[src/rtl/spi_ctrl_pkg.sv]
// Shared types and constants for the SPI transfer controller.
package spi_ctrl_pkg;

  localparam int unsigned XFER_CYCLES_DEF = 16;
  localparam int unsigned DATA_W          = 8;

  typedef logic [DATA_W-1:0] data_t;

  // Master/slave byte pair carried through one transfer.
  typedef struct packed {
    data_t mdata;
    data_t sdata;
  } xfer_data_t;

  typedef enum logic [2:0] {
    ST_IDLE  = 3'd0,
    ST_LOAD  = 3'd1,
    ST_START = 3'd2,
    ST_WAIT  = 3'd3,
    ST_READ  = 3'd4,
    ST_CAPT  = 3'd5,
    ST_RESP  = 3'd6
  } state_e;

endpackage

[src/rtl/spi_xfer_timer.sv]
// Down-counter timing the SPI shift; zero is registered alongside the count.
module spi_xfer_timer #(
  parameter int unsigned CNT_W = 5
) (
  input  logic             mclk,
  input  logic             reset,
  input  logic             load,
  input  logic [CNT_W-1:0] value,
  output logic             zero
);

  logic [CNT_W-1:0] cnt_q, cnt_d;
  logic             zero_q;

  // Load takes priority; otherwise count down and stick at zero.
  always_comb begin
    cnt_d = cnt_q;
    if (load) begin
      cnt_d = value;
    end else if (cnt_q != '0) begin
      cnt_d = cnt_q - CNT_W'(1);
    end
  end

  // Count register and its zero flag.
  always_ff @(posedge mclk or posedge reset) begin
    if (reset) begin
      cnt_q  <= '0;
      zero_q <= 1'b1;
    end else begin
      cnt_q  <= cnt_d;
      zero_q <= (cnt_d == '0);
    end
  end

  assign zero = zero_q;

endmodule

[src/rtl/spi_xfer_ctrl.sv]
// Sequences one SPI master/slave exchange per request handshake.
// Optional build macro: SPI_XFER_STATS_EN adds the xfer_cnt handshake counter.
module spi_xfer_ctrl
  import spi_ctrl_pkg::*;
#(
  parameter int unsigned XFER_CYCLES = XFER_CYCLES_DEF
) (
  input  logic        mclk,
  input  logic        reset,
  input  logic        req_valid,
  output logic        req_ready,
  input  logic [7:0]  req_mdata,
  input  logic [7:0]  req_sdata,
  output logic        rsp_valid,
  input  logic        rsp_ready,
  output logic [7:0]  rsp_mdata,
  output logic [7:0]  rsp_sdata,
  output logic        load_master,
  output logic        load_slave,
  output logic        start,
  output logic        read_master,
  output logic        read_slave,
  output logic [7:0]  data_in_master,
  output logic [7:0]  data_in_slave,
  input  logic [7:0]  data_out_master,
  input  logic [7:0]  data_out_slave,
  output logic        busy
`ifdef SPI_XFER_STATS_EN
  ,
  output logic [15:0] xfer_cnt
`endif
);

  localparam int unsigned CNT_W = $clog2(XFER_CYCLES + 1);

  state_e     state_q, state_d;
  xfer_data_t req_q, rsp_q;
  logic       req_ready_q, busy_q, load_q, start_q, read_q, rsp_valid_q;
  logic       accept, timer_load, timer_zero;

  assign accept     = (state_q == ST_IDLE) && req_valid;
  assign timer_load = (state_q == ST_START);

  spi_xfer_timer #(
    .CNT_W (CNT_W)
  ) u_timer (
    .mclk  (mclk),
    .reset (reset),
    .load  (timer_load),
    .value (CNT_W'(XFER_CYCLES - 1)),
    .zero  (timer_zero)
  );

  // Next-state logic for the transfer sequence.
  always_comb begin
    state_d = state_q;
    case (state_q)
      ST_IDLE:  if (req_valid) state_d = ST_LOAD;
      ST_LOAD:  state_d = ST_START;
      ST_START: state_d = ST_WAIT;
      ST_WAIT:  if (timer_zero) state_d = ST_READ;
      ST_READ:  state_d = ST_CAPT;
      ST_CAPT:  state_d = ST_RESP;
      ST_RESP:  if (rsp_ready) state_d = ST_IDLE;
      default:  state_d = ST_IDLE;
    endcase
  end

  // State register.
  always_ff @(posedge mclk or posedge reset) begin
    if (reset) begin
      state_q <= ST_IDLE;
    end else begin
      state_q <= state_d;
    end
  end

  // Outputs decoded from the next state so they line up with the state register.
  always_ff @(posedge mclk or posedge reset) begin
    if (reset) begin
      req_ready_q <= 1'b1;
      busy_q      <= 1'b0;
      load_q      <= 1'b0;
      start_q     <= 1'b0;
      read_q      <= 1'b0;
      rsp_valid_q <= 1'b0;
    end else begin
      req_ready_q <= (state_d == ST_IDLE);
      busy_q      <= (state_d != ST_IDLE);
      load_q      <= (state_d == ST_LOAD);
      start_q     <= (state_d == ST_START);
      read_q      <= (state_d == ST_READ);
      rsp_valid_q <= (state_d == ST_RESP);
    end
  end

  // Latch request bytes on accept and response bytes in CAPT.
  always_ff @(posedge mclk or posedge reset) begin
    if (reset) begin
      req_q <= '0;
      rsp_q <= '0;
    end else begin
      if (accept) begin
        req_q <= '{mdata: req_mdata, sdata: req_sdata};
      end
      if (state_q == ST_CAPT) begin
        rsp_q <= '{mdata: data_out_master, sdata: data_out_slave};
      end
    end
  end

`ifdef SPI_XFER_STATS_EN
  logic [15:0] xfer_cnt_q;

  // Completed-response counter, wraps naturally.
  always_ff @(posedge mclk or posedge reset) begin
    if (reset) begin
      xfer_cnt_q <= '0;
    end else if ((state_q == ST_RESP) && rsp_ready) begin
      xfer_cnt_q <= xfer_cnt_q + 16'd1;
    end
  end

  assign xfer_cnt = xfer_cnt_q;
`endif

  assign req_ready      = req_ready_q;
  assign busy           = busy_q;
  assign load_master    = load_q;
  assign load_slave     = load_q;
  assign start          = start_q;
  assign read_master    = read_q;
  assign read_slave     = read_q;
  assign rsp_valid      = rsp_valid_q;
  assign data_in_master = req_q.mdata;
  assign data_in_slave  = req_q.sdata;
  assign rsp_mdata      = rsp_q.mdata;
  assign rsp_sdata      = rsp_q.sdata;

endmodule

[config.mk]
export PLATFORM = sky130hd
export DESIGN_NAME = spi_xfer_ctrl
export DESIGN_NICKNAME = d
export VERILOG_FILES = /design/src/rtl/spi_ctrl_pkg.sv /design/src/rtl/spi_xfer_timer.sv /design/src/rtl/spi_xfer_ctrl.sv
export SDC_FILE = /design/constraint.sdc
export NUM_CORES = 1
export LEC_CHECK = 0
export ABC_AREA = 1
export BUFFER_PORTS_ARGS = -buffer_cell sky130_fd_sc_hd__buf_2
export CAP_MARGIN = 0
export CORE_MARGIN = 1
export CORE_UTILIZATION = 48
export DETAILED_ROUTE_END_ITERATION = 10
export MAX_ROUTING_LAYER = met4
export PLACE_DENSITY = 0.79
export REMOVE_ABC_BUFFERS = 1
export SLEW_MARGIN = 20
export SYNTH_ARGS = -nofsm -noshare
export SYNTH_HDL_FRONTEND = slang
export SYNTH_SLANG_ARGS = --single-unit
[constraint.sdc]
create_clock -name mclk -period 1.8 [get_ports mclk]
set_input_delay 0.18 -clock mclk [delete_from_list [all_inputs] [get_ports mclk]]
set_output_delay 0.18 -clock mclk [all_outputs]
set_load 0.03 [all_outputs]
Yosys cells after proc, flatten, opt, wreduce, memory -nomap -nowiden
Cells that the tools add are included.
Widths: inputs -> output; s select.
Operators by class
  multiplexer cells: 6
  equal/unequal tests: 10
  reductions and logical operators: 6
  add/sub/neg operators: 1
Operators by type and width (count)
  $pmux 3 s7: 1
  $eq 3x3->1 const B: 5
  $mux 5: 2
  $eq 3x2->1 const B: 3
  $mux 3: 3
  $eq 3x1->1 const B: 2
  $logic_not 3->1: 2
  $logic_not 5->1: 1
  $reduce_bool 5->1: 1
  $sub 5x1->5 const B: 1
  $reduce_bool 3->1: 1
  $logic_and 1x1->1: 1
Word-level totals
  logic and storage cells: 36
  flip-flop bits (word level): 47
  output and inout bits: 40
  input port bits: 36

Logic depth before layout (Yosys ltp)
Gate-level depths: netlist of run 1.
  depth in word-level cells: 4
  mapped depth: 8
  gate-level depth less buffers: 8

Hierarchy
A second synthesis of run 1 with hierarchy kept.
Second synthesis, totals
  cells, all modules: 241
  area, all modules: 2019.4 um2
Modules (own cells, without submodules)
  spi_xfer_ctrl: area an instance 1647.8 um2, times used 1, cells an instance 186, sequential area each 1027.2 um2
  spi_xfer_timer: area an instance 371.6 um2, times used 1, cells an instance 55, sequential area each 151.4 um2

Worst setup path before layout of run 1
OpenSTA, ideal clock, no wires.
  path kind: reg2reg
  start: register u_timer.cnt_q[0]
  end: register u_timer.zero_q (netlist: u_timer.zero)
  required time: 1733 ps
  period minus slack after synthesis: 1248 ps
  setup time: 67 ps
  data arrival time: 1181 ps
  stages on the path, launching flop included: 9
  slack: 552 ps
  path buffers: 0
  path through: dfrtp_1 > inv_1 > ha_1 > nand3_1 > nand2_1 > inv_1 > nor2_1 > nand2_1 > nor2_1
On the way
  word-level cells in the longest chain between the ends: 4
  elaborated cells on any way between the ends: 5
  classes of those cells: add/sub: 1; mux: 2; reduce/logical: 2
RTL lines
  start: declaration: line spi_xfer_timer.sv:12  | logic [CNT_W-1:0] cnt_q, cnt_d;
  start signal: assignment: line spi_xfer_timer.sv:31  | cnt_q <= cnt_d;
  $sub 5x1->5 or $reduce_bool 5->1 (tied branches): line spi_xfer_timer.sv:21, spi_xfer_timer.sv:20
  $mux 5 *: line spi_xfer_timer.sv:20  | end else if (cnt_q != '0) begin
  $mux 5 *: line spi_xfer_timer.sv:18  | if (load) begin
  $logic_not 5->1 *: line spi_xfer_timer.sv:32  | zero_q <= (cnt_d == '0);
  end signal: assignment: line spi_xfer_timer.sv:32
  end: declaration: line spi_xfer_timer.sv:13  | logic zero_q;
Mark *: on every way between the ends. The rest lies on a longest branch, timed or not.
A chain may end at the register's enable or synchronous reset.

Worst setup path after layout of run 1
Same ends and word-level chain as after synthesis.

==> key figures, run 1 <==
Status
  – Outcome: finished, final reports clean

Setup path
  – Max FO, Critical Path: 6
  – Required @ worst endpoint: 2.03 ns
  – Critical path endpoint category: register
  – Crit path DAT: 1.65 ns
  – Crit start category: register
  – Type of the setup path with the least slack: reg -> reg

Power and ir drop
  – Power density cells: 1800 nW/um2
  – Total chip power: 0.00442 W
  – Peak supply drop: 0.990 mV
  – Leakage component of the power: 1.41 nW

Place
  – HPWL Detailed: 2800 um
  – IO buf count: 75
  – Final Wtd Congestion: 0.736

Detailed routing
  – Vias per std cell: 4.76
  – WL/cell: 11.9 um
  – Remaining design rule violation count: 0
  – DRT iter0 DRCs: 44
  – Number of nets still failing antenna checks after routing: 0
  – Final routed wirelength across all metal layers: 3760 um
  – Number of vias in the routed layout: 1500
  – Pre-Repair DR Iteration Count: 4

Clocking
  – Number of buffers created by CTS: 5
  – Clock-pin slew on the worst setup and hold paths: 0.09 ns
  – Clock Tree Buf Depth: 2
  – Post-cts resize count: 0
  – TritonCTS sink count: 47
  – Library cell used as clock root buffer: clkbuf_8
  – Clock latency on the worst-skew pair: 0.29 ns
  – H-tree level count: 2
  – Clock tree from TritonCTS: built

Timing
  – Final worst path period share: 79.0%
  – Fin Setup TNS: 0 ns
  – Min Hold Slack: 0.0707 ns
  – Final count of pins violating max slew: 0
  – Peak clock frequency supported by timing: 703 MHz
  – Clock period minus final worst setup slack: 1.42 ns
  – Number of failing hold endpoints at the final stage: 0
  – Worst rel slew slack: 68.0%
  – RSZ-0062 raised after global routing: false
  – Final number of setup-violating endpoints: 0
  – Clock Skews: 0.00811 ns
  – Slew at the pin closest to its max-slew limit: 0.479 ns

Layout
  – Ratio of cells with drive above 1 in the final layout: 42.3%
  – Total number of nets in the final design: 303
  – Antenna diode instance count: 0
  – Layout area overhead: 26.0%

Global routing
  – First-pass GRT wire length: 5850 um
  – Pin count of the biggest net entering global routing: 24
  – Gr usage total: 19.0%
  – Via count of the first global-routing pass: 1339
  – Total overflow reported by the global router: 0
  – Antenna violations before repair: 0

Floorplan
  – Floorplan Core Area: 3770 um2
  – Die extent in y: 65.7 um
  – Die outline area: 4320 um2
  – Number of top-level pins: 76
  – Row count: 22
  – Overall die width: 65.7 um
  – Initial core utilization: 51.7%

Yosys
  – Synth Cell Area: 1950 um2
  – Post-synthesis sequential area ratio: 60.4%
  – Per-instance average area after synthesis: 10.5 um2
  – Synth warnings: 0
  – Post-synthesis cell count: 186
  – Count of unique library cells instantiated by Yosys: 24
  – Number of synthesized register bits: 47

Worst hold path
  – Worst hold path class: in -> reg

Job
  – Max-cap check violation count: 0
## path summary, 6_finish.rpt
kind | startpoint | end | slack (ns) | cells after the start
worst max-delay path | u_timer.cnt_q[0] | u_timer.zero | 0.38 | 8
worst min-delay path | req_mdata[2] | data_in_master[2] | 0.07 | 3
worst max register to register | u_timer.cnt_q[0] | u_timer.zero | 0.38 | 8
worst min register to register | data_in_master[7] | data_in_master[7] | 0.49 | 2
max in group asynchronous | reset | rsp_mdata[6] | 0.79 | 4
min in group asynchronous | reset | rsp_sdata[6] | 0.45 | 3
## final cells by class
class	count	area, um2
fill	313	1310
sequential	47	1180
clock buffer	5	68.8
tap	48	60.1
timing repair buffer	79	408
clock inverter	3	18.8
multi-input combinational	111	642
inverter	22	82.6
## metrics by stage
step / util [%] / std cells / worst slack [ns] / instance area [um2]
2_1_floorplan: - / 180 / 0.507 / 1900
3_3_place_gp: 62.6 / 306 / 0.483 / 2360
3_5_place_dp: 62.6 / 306 / 0.405 / 2360
4_1_cts: 65.2 / 315 / 0.374 / 2460
5_1_grt: 65.2 / 315 / 0.256 / 2460
6_report: 65.2 / 315 / 0.377 / 2460
## cells in the mapped netlist
cell type  instances  area (um2)
a21oi_1            1        5.00
buf_2              1        5.00
buf_4              2        15.0
buf_6              2        22.5
clkbuf_2           1        5.00
dfrtp_1           45        1130
dfstp_2            2        52.6
ha_1               1        12.5
inv_1             21        78.8
inv_2              1        3.75
mux2_2             6        67.6
mux2_4            10         150
nand2_1           67         251
nand2_2            1        6.26
nand3_1            6        30.0
nand3_2            1        10.0
nand3_4            1        17.5
nand4_1            3        18.8
nor2_1             8        30.0
nor2_2             2        12.5
o211ai_1           1        7.51
o21ai_0            1        5.00
o21ai_2            1        8.76
or2_4              1        8.76
## layout by cell type (no fill, tap or decap)
master	count
nand2_2	1
clkinv_2	2
or2_4	1
nand3_4	1
nand4_1	3
o21ai_2	1
ha_1	1
inv_1	20
buf_2	75
nand2_1	67
nor2_1	8
a21oi_1	1
dfstp_2	2
o21ai_0	1
dfrtp_1	45
inv_2	2
inv_6	1
nand3_2	1
o211ai_1	1
mux2_2	6
clkbuf_8	5
mux2_4	10
nor2_2	2
nand3_1	6
dlygate4sd3_1	1
buf_4	3
## critical path, stage by stage (launching register included)
cell,delay [ns]
dfrtp_1,0.39
inv_1,0.11
ha_1,0.26
nand3_1,0.18
nand2_1,0.10
nand2_1,0.05
nor2_1,0.13
nand2_1,0.06
nor2_1,0.08
## sequential cells by signal (all words and copies together) (netlist names), 3 cells and up
name / count
data_in_master: 8
data_in_slave: 8
rsp_mdata: 8
rsp_sdata: 8
state_q: 3
u_timer.cnt_q: 5
## routing by layer
metal  vias up  global-route usage (%)  routed length [um]
li1        736                       -                   -
met2        62                    30.6                1790
met1       700                    22.2                1640
met3         2                    6.77                 321
met5         -                       -                   0
met4         0                    5.71                  10
## repair_timing
item / CTS / global route
hold buffers: 1 / 0
hold endpoints to repair: 19 / 0
buffers inserted: 0 / 0
## report_power, final
part | switching [W] | total, W | leakage (nW) | internal, W
logic | 0.00135 | 0.00205 | 0.803 | 0.000698
registers | 0.000260 | 0.00176 | 0.563 | 0.00150
clock network | 0.000333 | 0.000606 | 0.0483 | 0.000273
total | 0.00194 | 0.00442 | 1.41 | 0.00248
## kinds of logic after synthesis
group / Yosys count / share of synthesized area (%)
adders and majority gates: 1 / 0.641
and+or+nand+nor: 90 / 19.8
buffers and inverters: 28 / 6.67
AOI/OAI and AO/OA: 4 / 1.35
muxes: 16 / 11.2
DFF: 47 / 60.4
No activity file was read; power rests on OpenSTA's default activity.
==> inputs of run 2 (changes only) <==
--- a/config.mk
+++ b/config.mk
@@ -5,7 +5,7 @@
 export SDC_FILE = /design/constraint.sdc
 export NUM_CORES = 1
 export LEC_CHECK = 0
-export ABC_AREA = 1
+export ABC_AREA = 0
 export BUFFER_PORTS_ARGS = -buffer_cell sky130_fd_sc_hd__buf_2
 export CAP_MARGIN = 0
 export CORE_MARGIN = 1
==> constraint.sdc (replaced) <==
create_clock -name mclk -period 1.5 [get_ports mclk]
set_input_delay 0.15 -clock mclk [delete_from_list [all_inputs] [get_ports mclk]]
set_output_delay 0.15 -clock mclk [all_outputs]
set_load 0.03 [all_outputs]
==> run 2 against run 1 <==
Against the previous run:
- fmax decreased by 4.6%
- clock power increased by 30%
- final cell count decreased by 15%
- clock skew about the same
- register-to-register slack got worse by 0.37 ns
- worst setup slack got worse by 0.37 ns
- critical path depth decreased by 4
- critical path type unchanged
- highest routed layer unchanged
==> key figures, run 2 <==
Clocking
  – TritonCTS sink count: 47
  – Clock tree from TritonCTS: built
  – Number of buffers created by CTS: 5
  – Clock-pin slew on the worst setup and hold paths: 0.09 ns
  – H-tree level count: 2
  – Clock latency on the worst-skew pair: 0.30 ns
  – Library cell used as clock root buffer: clkbuf_8
  – Clock Tree Buf Depth: 2

Timing
  – Final number of setup-violating endpoints: 0
  – Final count of pins violating max slew: 0
  – Clock period minus final worst setup slack: 1.49 ns
  – Clock Skews: 0.00776 ns
  – Peak clock frequency supported by timing: 670 MHz
  – Final worst path period share: 99.4%
  – Number of failing hold endpoints at the final stage: 0
  – Slew at the pin closest to its max-slew limit: 0.369 ns
  – Setup slack of the critical path after layout: 0.00851 ns
  – Min Hold Slack: 0.0757 ns
  – Worst rel slew slack: 75.4%

Yosys
  – Per-instance average area after synthesis: 15.1 um2
  – Count of unique library cells instantiated by Yosys: 34
  – Share of flip-flops with an asynchronous set or reset: 100%
  – Top cell type's share of synthesized area: 58.0%
  – Synth Cell Area: 1940 um2
  – Cell types occupying the most area after synthesis: dfrtp_1, mux2_2, mux2_4, dfstp_2, nor4b_4
  – Ys flop type: dfrtp_1
  – Number of synthesized register bits: 47
  – Commonest cells post-synth: dfrtp_1, mux2_2, mux2_4, inv_1, nand2_1
  – Post-synthesis cell count: 129
  – Biggest area consumer among synthesized cells: dfrtp_1
  – Post-synthesis sequential area ratio: 60.7%
  – Top-count cell post-synth: dfrtp_1
  – Synth warnings: 0
  – Post-synth EDFFs: 0

Global routing
  – Gr busiest metal: met2
  – Antenna violations before repair: 0
  – Via count of the first global-routing pass: 1377
  – Met2 Use GR: 34.4%
  – Gr usage total: 19.0%
  – First-pass GRT wire length: 5970 um
  – Pin count of the biggest net entering global routing: 48
  – Met1 GRT Util: 19.7%
  – Total overflow reported by the global router: 0
  – Met3 routing resource usage after global routing: 4.86%

Power and ir drop
  – Leakage component of the power: 1.29 nW
  – Peak supply drop: 1.39 mV
  – Power density cells: 2130 nW/um2
  – Fraction of power spent switching nets: 41.6%
  – Clock share of power: 14.2%
  – Cell-internal power: 0.00325 W
  – Proportion of power drawn by combinational gates: 47.2%
  – Switching power summed over all nets: 0.00232 W
  – Share of total power in sequential cells: 38.6%

Layout
  – Total number of nets in the final design: 256
  – Layout area overhead: 34.4%
  – Most frequent standard cell in the layout excluding fill and tap cells: buf_2
  – Final design utilization: 69.3%
  – Count of placed standard cells in the final layout, fillers left out: 268
  – Antenna diode instance count: 0
  – Most used cells in the layout excluding fill and tap cells: buf_2, dfrtp_1, mux2_2, buf_4, mux2_4
  – Ratio of cells with drive above 1 in the final layout: 64.1%

Worst hold path
  – Worst hold path class: in -> reg
  – Hold Crit Start: req_mdata[4]
  – WHS Path Cells: 2
  – Destination of the worst hold path: data_in_master[4]

Setup path
  – Number of cells on the critical path: 4
  – R2R Path Start: state_q[1]
  – Cell class contributing the biggest share of worst-path delay: simple AND/OR/NAND/NOR gates
  – Slowest-stage cell, CP: dfrtp_2
  – Delay of the slowest critical-path stage: 0.46 ns
  – Length in cells of the worst reg-to-reg path: 4
  – Type of the setup path with the least slack: reg -> reg
  – Required @ worst endpoint: 1.68 ns
  – Reg2reg setup slack: 0.009 ns
  – Startpoint of the most critical setup path: state_q[1]
  – Critical path endpoint category: register
  – Max FO, Critical Path: 5
  – Crit start category: register
  – Crit path DAT: 1.67 ns
  – Ordered cell list for the critical path: buf_4, and4b_1, a21o_1, or3_1
  – Buf+Inv Stages, Crit Path: 1
  – Reg-to-reg critical path endpoint: busy

Detailed routing
  – DRT iter0 DRCs: 49
  – Vias per std cell: 5.00
  – Pre-Repair DR Iteration Count: 4
  – Remaining design rule violation count: 0
  – WL/cell: 14.2 um
  – Number of nets still failing antenna checks after routing: 0
  – Final routed wirelength across all metal layers: 3800 um
  – Number of vias in the routed layout: 1339

Place
  – IO buf count: 75
  – HPWL Detailed: 2720 um
  – # placed instances: 254
  – Final Wtd Congestion: 0.752
  – Worst Setup Slack post-DPL: 0.0281 ns

Floorplan
  – Die outline area: 4310 um2
  – Row count: 22
  – Initial core utilization: 51.5%
  – Die extent in y: 65.6 um
  – Number of top-level pins: 76
  – Overall die width: 65.6 um
  – Floorplan Core Area: 3770 um2

Status
  – Outcome: finished, final reports clean

Job
  – Max-cap check violation count: 0
## run 2: metrics by stage
stage	TNS, ns	area, um2	power (W)
after floorplan	-5.95	1880	0.00390
after global placement	0	2420	0.00460
after detailed placement	0	2420	0.00472
after CTS	0	2530	0.00552
after global routing	-0.0895	2610	0.00590
final	0	2610	0.00558
## run 2: kinds of logic after synthesis
kind of cell,Yosys count,synth area share (%)
buffers and inverters,12,4.31
DFF,47,60.7
AOI/OAI and AO/OA,13,5.02
and+or+nand+nor,21,7.66
adders and majority gates,1,0.644
muxes,33,20.8
xor gates and xnor gates,2,0.902
## run 2: metal layers
metal	up-vias	routed length, um	part of all wire, %
met1	645	1480	39
met4	0	54	1.4
li1	632	-	-
met5	-	0	0
met2	56	2030	53
met3	6	235	6.2
## run 2: area by class of cell
cell class / count / area, um2
repair buffers: 90 / 546
well taps: 48 / 60.1
fillers: 282 / 1160
multi-input cells: 70 / 707
clock buffers: 6 / 82.6
clock inverters: 2 / 16.3
flip-flops and latches: 47 / 1180
inverters: 5 / 18.8
## run 2: power by group through the flow
stage	logic (W)	clock network, W	registers, W
global route	0.00281	0.000868	0.00223
global placement	0.00247	0	0.00212
CTS	0.00256	0.000811	0.00215
finish	0.00263	0.000790	0.00215
floorplan	0.000807	0	0.00309
detailed placement	0.00254	0	0.00217
## run 2: timing repair
item | in CTS | in global routing
hold buffers | 1 | 0
gates resized for setup | 0 | 9
endpoints found under the hold margin | 45 | 0
endpoints found under the setup margin | 0 | 20
buffers inserted | 0 | 4
## run 2: worst max-delay path by stage
| stage | end | slack (ns) |
|---|---|---|
| after detailed placement | data_in_slave[1] | 0.03 |
| after global routing | data_in_slave[0] | -0.02 |
| after global placement | data_in_slave[7] | 0.07 |
| final | busy | 0.009 |
| after floorplan | data_in_slave[0] | -0.40 |
| after CTS | data_in_slave[1] | 0.002 |
